--- src/rtl/interrupt_sequencer_if.sv ---
// Bus and request bundle between the 8227 decoder/core and the interrupt sequencer.
interface interrupt_sequencer_if;
  logic       nonMaskableInterrupt;
  logic       interruptRequest;
  logic       brkRequest;
  logic       instructionBoundary;
  logic       interruptDisable;
  logic [7:0] pcHigh;
  logic [7:0] pcLow;
  logic [7:0] statusReg;
  logic [7:0] stackPointer;
  logic       busy;
  logic [7:0] addressHigh;
  logic [7:0] addressLow;
  logic [7:0] dataOut;
  logic       writeEnable;
  logic       spDecrement;
  logic       loadPcLow;
  logic       loadPcHigh;
  logic       setInterruptDisable;

  modport master (
    input  nonMaskableInterrupt, interruptRequest, brkRequest, instructionBoundary,
           interruptDisable, pcHigh, pcLow, statusReg, stackPointer,
    output busy, addressHigh, addressLow, dataOut, writeEnable, spDecrement,
           loadPcLow, loadPcHigh, setInterruptDisable
  );

  modport slave (
    output nonMaskableInterrupt, interruptRequest, brkRequest, instructionBoundary,
           interruptDisable, pcHigh, pcLow, statusReg, stackPointer,
    input  busy, addressHigh, addressLow, dataOut, writeEnable, spDecrement,
           loadPcLow, loadPcHigh, setInterruptDisable
  );
endinterface

--- src/rtl/interrupt_sequencer.sv ---
// 7-cycle reset/NMI/IRQ/BRK entry for the 8227: push PCH, PCL, P then fetch the vector.
// Owns NMI edge latching and request priority; outputs decode from registered state.
module interrupt_sequencer (
  input  logic                   clk,
  input  logic                   rst,
  interrupt_sequencer_if.master  bus
);
  typedef enum logic [2:0] {IDLE, S1, S2, S3, S4, S5, S6, S7} state_t;
  typedef enum logic [1:0] {K_RESET, K_NMI, K_IRQ, K_BRK} kind_t;

  state_t state, nextState;
  kind_t  kind, nextKind;
  logic   nmiPending, nextNmiPending;
  logic   nmiPrev, nmiEdge;
  logic [7:0] vecLo;

  assign nmiEdge = bus.nonMaskableInterrupt & ~nmiPrev;

  always_ff @(posedge clk or posedge rst) begin
    if (rst) begin
      state      <= S1;
      kind       <= K_RESET;
      nmiPending <= 1'b0;
      nmiPrev    <= 1'b0;
    end else begin
      state      <= nextState;
      kind       <= nextKind;
      nmiPending <= nextNmiPending;
      nmiPrev    <= bus.nonMaskableInterrupt;
    end
  end

  always_comb begin
    nextState      = state;
    nextKind       = kind;
    nextNmiPending = nmiPending | nmiEdge;
    case (state)
      IDLE: begin
        if (bus.instructionBoundary) begin
          if (nmiPending) begin
            nextKind  = K_NMI;
            nextState = S1;
          end else if (bus.interruptRequest && !bus.interruptDisable) begin
            nextKind  = K_IRQ;
            nextState = S1;
          end else if (bus.brkRequest) begin
            nextKind  = K_BRK;
            nextState = S1;
          end
        end
      end
      S1: nextState = S2;
      S2: nextState = S3;
      S3: nextState = S4;
      S4: nextState = S5;
      S5: begin
        nextState = S6;
        // A late NMI steals an IRQ/BRK entry; the B bit already pushed stays as is.
        if (nmiPending && (kind == K_IRQ || kind == K_BRK))
          nextKind = K_NMI;
        if (nextKind == K_NMI)
          nextNmiPending = 1'b0;
      end
      S6: nextState = S7;
      S7: nextState = IDLE;
      default: nextState = IDLE;
    endcase
  end

  always_comb begin
    case (kind)
      K_NMI:   vecLo = 8'hFA;
      K_RESET: vecLo = 8'hFC;
      default: vecLo = 8'hFE;
    endcase
  end

  always_comb begin
    bus.busy                = (state != IDLE);
    bus.addressHigh         = bus.pcHigh;
    bus.addressLow          = bus.pcLow;
    bus.dataOut             = 8'h00;
    bus.writeEnable         = 1'b0;
    bus.spDecrement         = 1'b0;
    bus.loadPcLow           = 1'b0;
    bus.loadPcHigh          = 1'b0;
    bus.setInterruptDisable = 1'b0;
    case (state)
      S3, S4, S5: begin
        bus.addressHigh = 8'h01;
        bus.addressLow  = bus.stackPointer;
        bus.spDecrement = 1'b1;
        // Reset walks S down with reads only.
        bus.writeEnable = (kind != K_RESET);
        case (state)
          S3:      bus.dataOut = bus.pcHigh;
          S4:      bus.dataOut = bus.pcLow;
          default: bus.dataOut = {bus.statusReg[7:6], 1'b1, (kind == K_BRK), bus.statusReg[3:0]};
        endcase
      end
      S6: begin
        bus.addressHigh         = 8'hFF;
        bus.addressLow          = vecLo;
        bus.loadPcLow           = 1'b1;
        bus.setInterruptDisable = 1'b1;
      end
      S7: begin
        bus.addressHigh = 8'hFF;
        bus.addressLow  = vecLo + 8'd1;
        bus.loadPcHigh  = 1'b1;
      end
      default: ;
    endcase
  end
endmodule

--- src/flat_wrapper.sv ---
// flat-port wrapper written by rule: the top's interface ports become plain ports
module interrupt_sequencer_flat 
  (clk, rst, bus_nonMaskableInterrupt, bus_interruptRequest, bus_brkRequest, bus_instructionBoundary, bus_interruptDisable, bus_pcHigh, bus_pcLow, bus_statusReg, bus_stackPointer, bus_busy, bus_addressHigh, bus_addressLow, bus_dataOut, bus_writeEnable, bus_spDecrement, bus_loadPcLow, bus_loadPcHigh, bus_setInterruptDisable);
  interrupt_sequencer_if bus_i ();
  input  logic clk;
  input  logic rst;
  input wire logic [$bits(bus_i.nonMaskableInterrupt)-1:0] bus_nonMaskableInterrupt;
  input wire logic [$bits(bus_i.interruptRequest)-1:0] bus_interruptRequest;
  input wire logic [$bits(bus_i.brkRequest)-1:0] bus_brkRequest;
  input wire logic [$bits(bus_i.instructionBoundary)-1:0] bus_instructionBoundary;
  input wire logic [$bits(bus_i.interruptDisable)-1:0] bus_interruptDisable;
  input wire logic [$bits(bus_i.pcHigh)-1:0] bus_pcHigh;
  input wire logic [$bits(bus_i.pcLow)-1:0] bus_pcLow;
  input wire logic [$bits(bus_i.statusReg)-1:0] bus_statusReg;
  input wire logic [$bits(bus_i.stackPointer)-1:0] bus_stackPointer;
  output wire logic [$bits(bus_i.busy)-1:0] bus_busy;
  output wire logic [$bits(bus_i.addressHigh)-1:0] bus_addressHigh;
  output wire logic [$bits(bus_i.addressLow)-1:0] bus_addressLow;
  output wire logic [$bits(bus_i.dataOut)-1:0] bus_dataOut;
  output wire logic [$bits(bus_i.writeEnable)-1:0] bus_writeEnable;
  output wire logic [$bits(bus_i.spDecrement)-1:0] bus_spDecrement;
  output wire logic [$bits(bus_i.loadPcLow)-1:0] bus_loadPcLow;
  output wire logic [$bits(bus_i.loadPcHigh)-1:0] bus_loadPcHigh;
  output wire logic [$bits(bus_i.setInterruptDisable)-1:0] bus_setInterruptDisable;
  assign bus_i.nonMaskableInterrupt = bus_nonMaskableInterrupt;
  assign bus_i.interruptRequest = bus_interruptRequest;
  assign bus_i.brkRequest = bus_brkRequest;
  assign bus_i.instructionBoundary = bus_instructionBoundary;
  assign bus_i.interruptDisable = bus_interruptDisable;
  assign bus_i.pcHigh = bus_pcHigh;
  assign bus_i.pcLow = bus_pcLow;
  assign bus_i.statusReg = bus_statusReg;
  assign bus_i.stackPointer = bus_stackPointer;
  assign bus_busy = bus_i.busy;
  assign bus_addressHigh = bus_i.addressHigh;
  assign bus_addressLow = bus_i.addressLow;
  assign bus_dataOut = bus_i.dataOut;
  assign bus_writeEnable = bus_i.writeEnable;
  assign bus_spDecrement = bus_i.spDecrement;
  assign bus_loadPcLow = bus_i.loadPcLow;
  assign bus_loadPcHigh = bus_i.loadPcHigh;
  assign bus_setInterruptDisable = bus_i.setInterruptDisable;
  interrupt_sequencer u_core (.clk(clk), .rst(rst), .bus(bus_i));
endmodule
--- config.mk ---
export PLATFORM = sky130hd
export DESIGN_NAME = interrupt_sequencer_flat
export DESIGN_NICKNAME = d
export VERILOG_FILES = /design/src/rtl/interrupt_sequencer_if.sv /design/src/rtl/interrupt_sequencer.sv /design/src/flat_wrapper.sv
export SDC_FILE = /design/constraint.sdc
export NUM_CORES = 1
export LEC_CHECK = 0
export BUFFER_PORTS_ARGS = -buffer_cell sky130_fd_sc_hd__buf_2
export CORE_ASPECT_RATIO = 1.4
export CORE_UTILIZATION = 35
export DETAILED_ROUTE_END_ITERATION = 16
export GPL_ROUTABILITY_DRIVEN = 0
export PLACE_DENSITY = 0.82
export SLEW_MARGIN = 20
export SYNTH_ARGS = -nofsm -noshare
export SYNTH_HDL_FRONTEND = slang
export SYNTH_SLANG_ARGS = --single-unit
--- constraint.sdc ---
create_clock -name clk -period 3.49 [get_ports clk]
set_input_delay 0.349 -clock clk [delete_from_list [all_inputs] [get_ports clk]]
set_output_delay 0.349 -clock clk [all_outputs]
set_load 0.05 [all_outputs]
==> metrics.md <==
| Metric | Value |
|---|---|
| Status | `completed` |
| Final setup viols | `0` |
| Post-Synth XOR/XNOR Area | `0%` |
| # Max-Cap Violations | `0` |
| Setup CP Type | `flop to primary output` |
| CP Launch Type | `flop` |
| CTS resizes | `0` |
| Fillcell total | `247` |
| Die X-Extent | `43.1 um` |
| Clock transition at path regs | `0.05 ns` |
| Ant diodes | `0` |
| Top cell type by total area after synthesis | `dfrtp_1` |
| Number of port buffers | `66` |
| Hold_buf cts | `0` |
| Max FO, Critical Path | `22` |
| Layout cells sized above 1 | `40.2%` |
| Critical Path Sink Type | `primary output` |
| R2R setup slack | `1.82 ns` |
| Cts bufs inserted | `3` |
| Synth Area in Adders | `6.04%` |
| Number of global-route vias before repair | `910` |
| GRT Util Overall | `18.4%` |
| Die span in y | `59.6 um` |
| Setup Skew | `0.00130 ns` |
| Crit path cell chain | `inv_1, ha_1, o21ai_1, and2b_2, inv_2, or3_1, buf_2` |
| Iteration-0 DRC count of the detailed router | `18` |
| Synth Area in Compound Gates | `27.0%` |
| Core Rows | `20` |
| FF+latch count, synth | `7` |
| Synthesized net count | `169` |
| Final Cycle Share | `80.6%` |
| Total Wirelength | `2360 um` |
| Slew Viols, Final | `0` |
| Share of the synthesized area in the top cell type | `18.1%` |
| Post-Synthesis Cells | `126` |
| IO Pins | `69` |
| NumNets Final | `233` |
| First-pass GRT wire length | `3710 um` |
| Distinct cells, synth | `33` |
| Simple-gate area share of the yosys netlist | `35.5%` |
| Average vias per placed instance | `5.15` |
| Final-report hold violation count | `0` |
| CTS sink cnt | `7` |
| Post-CTS Setup Bufs | `0` |
| Slowest-stage cell, CP | `dfstp_2` |
| Worst Hold Class | `primary input to asynchronous set/reset pin` |
| WP data arrival | `2.46 ns` |
| Initial Util | `37.6%` |
| Largest family of logic cells by synthesized area | `simple AND/OR/NAND/NOR gates` |
| Die area | `0.00257 mm^2` |
| Congestion Overflow GR | `0` |
| Layout Area Growth over Synthesis | `42.1%` |
| Hold_ws | `0.0189 ns` |
| Clock root cell | `clkbuf_4` |
| Top post-synthesis cells by area | `dfrtp_1 (18%), nand2_1 (17%), a21oi_1 (7.3%), a22oi_1 (6.3%), ha_1 (6.0%)` |
| RSZ-0062 raised after global routing | `no` |
| Max clock buf depth | `2` |
| Initial antenna violation count | `0` |
| Post-Syn Area | `828 um^2` |
| Yosys warns | `0` |
| Antenna Violating Nets Remaining | `0` |
| Setup_tns | `0 ns` |
| F_max | `356 MHz` |
| Critical path required time | `3.14 ns` |
| Largest net degree at the start of global routing | `23` |
| H-tree depth | `1` |
| Sequential area share after synthesis | `21.3%` |
| DRT Pass-1 Iters | `4` |
| Mux cell area share after synthesis | `1.36%` |
| Core Area | `0.00220 mm^2` |
| DRC viols | `0` |
| Max stage delay on crit path | `0.55 ns` |
| Avg Cell Area, Syn | `6.57 um^2` |
| Minimum clock period | `2.81 ns` |
| Final HPWL DP | `1930 um` |
| Via Count | `1087` |
| Clk Latency, worst-skew pair | `0.24 ns` |
| WL/cell | `11.2 um` |
| CTS tree | `yes` |
| Relative slew slack | `75.0%` |
| Worst Tran Pin Value | `0.375 ns` |
[layout by cell type (no fill, tap or decap), drive strengths merged, types with 2 or more instances in the layout]
cell type and count:
a21oi 12, a22o 3, a22oi 7, and2 3, buf 68, clkbuf 4, dfrtp 6, ha 4
inv 6, nand2 38, nand2b 2, nand3 8, nor2 6, nor2b 3, nor3b 2, o21ai 4
o31a 2, or3 2
[final cells by class]
cell class / count / area [um^2] / share of cell area, %
Clock buffer: 4 / 26.3 / 2.23
Inverter: 6 / 22.5 / 1.91
Multi-Input combinational cell: 104 / 579 / 49.2
Sequential cell: 7 / 176 / 15.0
Tap cell: 22 / 27.5 / 2.34
Timing Repair Buffer: 68 / 345 / 29.3
[layer usage]
layer / share of wire, % / GRT usage (%) / up-vias / wire length, um
li1: - / - / 559 / -
met3: 12 / 4.27 / 0 / 276
met5: 0 / 0 / - / 0
met4: 0 / 6.49 / 0 / 0
met1: 39 / 19.5 / 468 / 930
met2: 49 / 34.8 / 60 / 1160
[Yosys cell counts]
library cell	instances
a211o_1	1
a21oi_1	12
a22o_1	3
a22oi_1	7
a41oi_1	1
and2_0	1
and2_1	2
and2b_2	1
buf_2	4
buf_4	1
buf_6	1
clkbuf_1	3
dfrtp_1	6
dfstp_2	1
ha_1	4
inv_1	5
inv_2	1
mux2_2	1
nand2_1	38
nand2b_1	2
nand3_1	8
nor2_1	5
nor2_2	1
nor2b_1	3
nor3b_1	2
o211ai_1	1
o21a_1	1
o21ai_0	2
o21ai_1	2
o21bai_1	1
o31a_1	2
o31ai_1	1
or3_1	2
[worst max-delay path: cells and delay by family, from the launching register on]
family          cells  cell delay [ns]
compound gates      1             0.15
simple gates        2             0.75
fa+ha+maj           1             0.30
buf+inv             3             0.45
flops               1             0.55
[path summary, 6_finish.rpt]
path                                     startpoint  cells after the start                 end
max in group asynchronous                       rst                      2     u_core.state[0]
min                                             rst                      2      u_core.nmiPrev
min in group clk           bus_nonMaskableInterrupt                      1      u_core.nmiPrev
max reg2reg                         u_core.state[0]                      4     u_core.state[2]
max                                 u_core.state[0]                      7  bus_addressHigh[0]
min reg2reg                          u_core.nmiPrev                      3   u_core.nmiPending
[stage by stage]
stage	utilization, %	worst slack (ns)	std cells	instance area, um^2
detailed placement	52.3	0.940	207	1150
floorplan	-	0.895	126	828
global route	53.5	0.515	211	1180
finish	53.5	0.678	211	1180
global placement	52.3	0.951	207	1150
CTS	53.5	0.670	211	1180
[state kept, by name (all words and copies together) (netlist names)]
name               cells
u_core.nmiPending      1
u_core.state           3
u_core.kind            2
u_core.nmiPrev         1
[kinds of logic after synthesis]
logic type | after synthesis
compound gates | 34
fa+ha+maj | 4
buf+inv | 15
flops | 7
mux | 1
simple gates | 65
Power is left out: the tool's default activity adds up to more than one toggle a clock period on the data nets, which glitch-free logic cannot reach.
